[src/rtl/sequenciador_notas.sv]
// Note sequencer: walks a 64-entry song in a synchronous note ROM, holding
// each note for dur*TICKS_PER_UNIT unpaused cycles.
module sequenciador_notas #(
  parameter int TICKS_PER_UNIT = 12500000,
  parameter int LOOP           = 0
) (
  input  logic       clk,
  input  logic       reset,
  input  logic       start,
  input  logic [1:0] select,
  input  logic       pause,
  output logic [7:0] rom_addr,
  input  logic [9:0] rom_data,
  output logic [5:0] note,
  output logic       note_valid,
  output logic       busy,
  output logic       song_end
);

  localparam int TW = (TICKS_PER_UNIT > 1) ? $clog2(TICKS_PER_UNIT) : 1;
  localparam logic [TW-1:0] TICK_LAST = TW'(TICKS_PER_UNIT - 1);

  typedef enum logic [2:0] {
    S_IDLE,
    S_FETCH,
    S_WAIT,
    S_PLAY,
    S_END
  } state_t;

  state_t        state;
  logic [1:0]    song;
  logic [5:0]    idx;
  logic [TW-1:0] tick_cnt;
  logic [3:0]    unit_cnt;
  logic [3:0]    dur_reg;
  logic [5:0]    note_reg;

  // note_reg keeps the last captured code; it is only presented while playing.
  assign note       = (state == S_PLAY) ? note_reg : 6'd0;
  assign note_valid = (state == S_PLAY) && !pause && (note_reg != 6'd0);
  assign busy       = (state != S_IDLE);

  always_ff @(posedge clk) begin
    if (reset) begin
      state    <= S_IDLE;
      song     <= 2'd0;
      idx      <= 6'd0;
      tick_cnt <= '0;
      unit_cnt <= 4'd0;
      dur_reg  <= 4'd0;
      note_reg <= 6'd0;
      rom_addr <= 8'd0;
      song_end <= 1'b0;
    end else begin
      song_end <= 1'b0;
      if (start) begin
        state    <= S_FETCH;
        song     <= select;
        idx      <= 6'd0;
        tick_cnt <= '0;
        unit_cnt <= 4'd0;
        rom_addr <= {select, 6'd0};
      end else begin
        case (state)
          S_IDLE: state <= S_IDLE;
          S_FETCH: state <= S_WAIT;
          S_WAIT: begin
            note_reg <= rom_data[9:4];
            dur_reg  <= rom_data[3:0];
            tick_cnt <= '0;
            unit_cnt <= 4'd0;
            if (rom_data[3:0] == 4'd0) begin
              state    <= S_END;
              song_end <= 1'b1;
            end else begin
              state <= S_PLAY;
            end
          end
          S_PLAY: begin
            if (!pause) begin
              if (tick_cnt == TICK_LAST) begin
                tick_cnt <= '0;
                if (unit_cnt == dur_reg - 4'd1) begin
                  unit_cnt <= 4'd0;
                  if (idx == 6'd63) begin
                    state    <= S_END;
                    song_end <= 1'b1;
                  end else begin
                    idx      <= idx + 6'd1;
                    rom_addr <= {song, idx + 6'd1};
                    state    <= S_FETCH;
                  end
                end else begin
                  unit_cnt <= unit_cnt + 4'd1;
                end
              end else begin
                tick_cnt <= tick_cnt + TW'(1);
              end
            end
          end
          S_END: begin
            if (LOOP != 0) begin
              state    <= S_FETCH;
              idx      <= 6'd0;
              rom_addr <= {song, 6'd0};
            end else begin
              state <= S_IDLE;
            end
          end
          default: state <= S_IDLE;
        endcase
      end
    end
  end

endmodule

[config.mk]
export PLATFORM = sky130hd
export DESIGN_NAME = sequenciador_notas
export DESIGN_NICKNAME = d
export VERILOG_FILES = /design/src/rtl/sequenciador_notas.sv
export SDC_FILE = /design/constraint.sdc
export NUM_CORES = 1
export LEC_CHECK = 0
export ABC_AREA = 1
export CAP_MARGIN = 20
export CORE_AREA = 2 2 85 87
export DETAILED_ROUTE_END_ITERATION = 10
export DIE_AREA = 0 0 87 89
export HOLD_SLACK_MARGIN = 0.15
export PLACE_DENSITY = 0.75
export SLEW_MARGIN = 30
export SYNTH_ARGS = -nofsm -noshare
export SYNTH_HDL_FRONTEND = slang
export SYNTH_SLANG_ARGS = --single-unit
export TNS_END_PERCENT = 20
[constraint.sdc]
create_clock -name clk -period 1.6 [get_ports clk]
set_input_delay 0.32 -clock clk [delete_from_list [all_inputs] [get_ports clk]]
set_output_delay 0.32 -clock clk [all_outputs]
set_load 0.02 [all_outputs]
==> flow_summary.yaml <==
detailed_routing:
  wire_per_inst_um: 13.08
  vias: 3056
  drcViolationCount: 0
  drt_wl_total_mm: 7.754
  via_per_inst: 5.153
  drtIter0Drc: 164
  dr.pass1.iters: 4
  final_antenna_net_count: 0
logic_synthesis:
  synth_ff_type: "dfxtp_1"
  synth.most_common_cell: "nand2_1"
  seq_area_frac_synth_pct: 35.12
  yosysWarnings: 0
  syn_area_um2: 2964
  yosys-top-cells-area: "dfxtp_1 35%, nand2_1 11%, nor2_1 8.9%"
  syn_nets: 453
  yosysTopAreaCell: "dfxtp_1"
  synth_common_cells: "89 x nand2_1, 70 x nor2_1, 56 x inv_1"
  synth_edf_count: 0
  synthCells: 433
  synthDistinctLibCells: 44
  avgSynthCellArea_um2: 6.845
  synth_top_area_share_pct: 35.12
  synth_seq_cells: 52
  async_flop_share_pct: 0
pwr:
  ir_drop_mv: 0.4773
  leakagePower_nw: 1.688
  finalPower_mw: 2.452
  p_per_area_nw_per_um2: 609.1
hold_path:
  holdPathStages: 2
  hold_start: "song[0]$_SDFFE_PP0P_"
  min_to: "song[0]$_SDFFE_PP0P_"
  holdCritPathClass: "register to register"
sta:
  tns_ns: -0.02088
  worst_pin_slew_ns: 0.2880
  slew_headroom_pct: 80.64
  slew_violations: 0
  hold_ws_ns: 0.4517
  fin_skew_ns: 0.01008
  rsz0062_at_grt: "yes"
  setup_ws_ns: -0.02088
  max_freq_ghz: 0.6169
  period_needed_ns: 1.621
  setup_viol: 1
  finalHoldViolCount: 0
  post-route-period-util_pct: 101.3
setup_path:
  r2r_cells: 10
  r2r_end: "idx[1]$_SDFFE_PP0P_"
  r2r-start: "dur_reg[0]$_SDFFE_PP0P_"
  arrival_ns: 1.83
  worstPathMaxFanout: 7
  cp_data_required_time_ns: 1.81
  cp-end-kind: "register"
  reg2reg_slack_ns: -0.02
  path_class: "register to register"
  startpoint_type: "register"
global_route:
  grt_usage_pct: 20.41
  grt-busiest-layer: "met2"
  grt_pass1_vias: 2902
  gr-total-overflow: 0
  use_met3_pct: 2.955
  grt_start_max_net_pins: 21
  antenna_found_initial: 0
  grt_pass1_wl_mm: 12.81
  grtUsageMet2_pct: 35.95
  met1_usage_pct: 25.55
cells_and_area:
  n_antenna_cell: 0
  area_growth_pct: 35.80
  drive_above_1_share_pct: 29.04
  largest_reg_flops: 24
  fin_util_pct: 59.91
  fillers: 596
  fin_nets: 533
die:
  die_height_um: 89
  start_util_pct: 44.12
  fp.dieW_um: 87
  dieArea_um2: 7743
  core_area_um2: 6719
  num_io_pins: 33
  std_cell_rows: 30
status:
  outcome: "finished with violations"
  violations: "setup timing"
clocking:
  clk-insertion-delay-late_ns: 0.31
  cts_htree_levels: 2
  clk_pin_slew_worst_paths_ns: 0.09
  clockBufferDepth: 2
  clockRootBuffer: "clkbuf_8"
  cts_num_sinks: 52
  numCtsBuffers: 5
  cts_tree: "built"
  postCtsHoldBufs: 0
placed_design:
  gp_congestion: 0.8773
  dp.final_hpwl_mm: 5.780
  port_buffers: 32
job:
  drv_cap: 0
==> layer usage <==
layer  vias up  wire length [µm]
met5         -                 0
met4         0               132
met3        13               218
met2        62              3978
met1      1435              3424
li1       1546                 -
==> kinds of logic (layout without fill, tap and decap cells) <==
kind of cell	after synthesis	in the layout	share of synthesized area (%)
adders and majority gates	4	4	1.689
muxes	1	1	0.3377
DFF	52	52	35.12
AOI/OAI and AO/OA	51	51	9.794
xor gates and xnor gates	9	9	2.659
and+or+nand+nor	249	249	40.99
buffers and inverters	67	147	9.413
==> worst max-delay path: stages, from the launching register on <==
cell,delay [ns]
dfxtp_2,0.35
inv_2,0.05
ha_4,0.25
or2_4,0.12
nand3_4,0.07
nor2_4,0.18
nand3_4,0.11
nor2_4,0.18
inv_2,0.07
o21ai_2,0.11
nor2_1,0.04
==> cells in the final DEF (no fill, tap or decap), drive strengths merged, types with 2 or more instances in the layout <==
cell / count
nor2: 79
nand2: 101
dlygate4sd2: 6
inv: 59
clkdlybuf4s50: 16
nand3: 34
o21bai: 2
a21oi: 19
clkbuf: 7
ha: 4
buf: 57
nor3b: 4
dlymetal6s2s: 2
or2: 2
dfxtp: 52
o21ai: 23
nor3: 13
nand3b: 3
xnor2: 3
nand4: 11
xor2: 6
a21boi: 2
==> metrics by stage <==
step	worst slack, ns	instances	instance area, µm²
final	-0.02088	593	4025
after global routing	-0.1092	593	4025
after CTS	-0.08126	591	3827
after detailed placement	-0.4229	584	3730
after global placement	-0.4003	584	3730
after floorplan	0.009116	433	2964
==> where the power goes <==
group          switching (mW)  internal [mW]  total [mW]
registers              0.0110           1.31        1.32
clock network           0.433          0.387       0.820
logic                   0.162          0.149       0.311
==> area by class of cell <==
| type | instances | area [µm²] | area share, % |
|---|---|---|---|
| clock buffer | 7 | 96.34 | 2.394 |
| inverter | 59 | 221.5 | 5.502 |
| multi-input combinational | 314 | 1842 | 45.76 |
| sequential | 52 | 1062 | 26.39 |
| tap | 80 | 100.1 | 2.487 |
| timing repair buffer | 81 | 703.2 | 17.47 |
==> worst max path at each step <==
stage / cells after the start / slack (ns) / endpoint / startpoint
detailed placement: 5 / -0.42 / note_valid / pause
global route: 13 / -0.11 / idx[1]$_SDFFE_PP0P_ / dur_reg[0]$_SDFFE_PP0P_
global placement: 5 / -0.40 / note_valid / pause
finish: 10 / -0.02 / idx[1]$_SDFFE_PP0P_ / dur_reg[0]$_SDFFE_PP0P_
floorplan: 9 / 0.009 / rom_addr[6]$_SDFFE_PP0P_ / idx[0]$_SDFFE_PP0P_
CTS: 12 / -0.08 / idx[1]$_SDFFE_PP0P_ / dur_reg[0]$_SDFFE_PP0P_
==> timing repair <==
| action | CTS | global route |
|---|---|---|
| buffers inserted | 0 | 2 |
| resized for setup | 54 | 61 |
| pin swaps | 6 | 15 |
| setup endpoints to repair | 34 | 49 |
(Power assumes the default switching activity.)
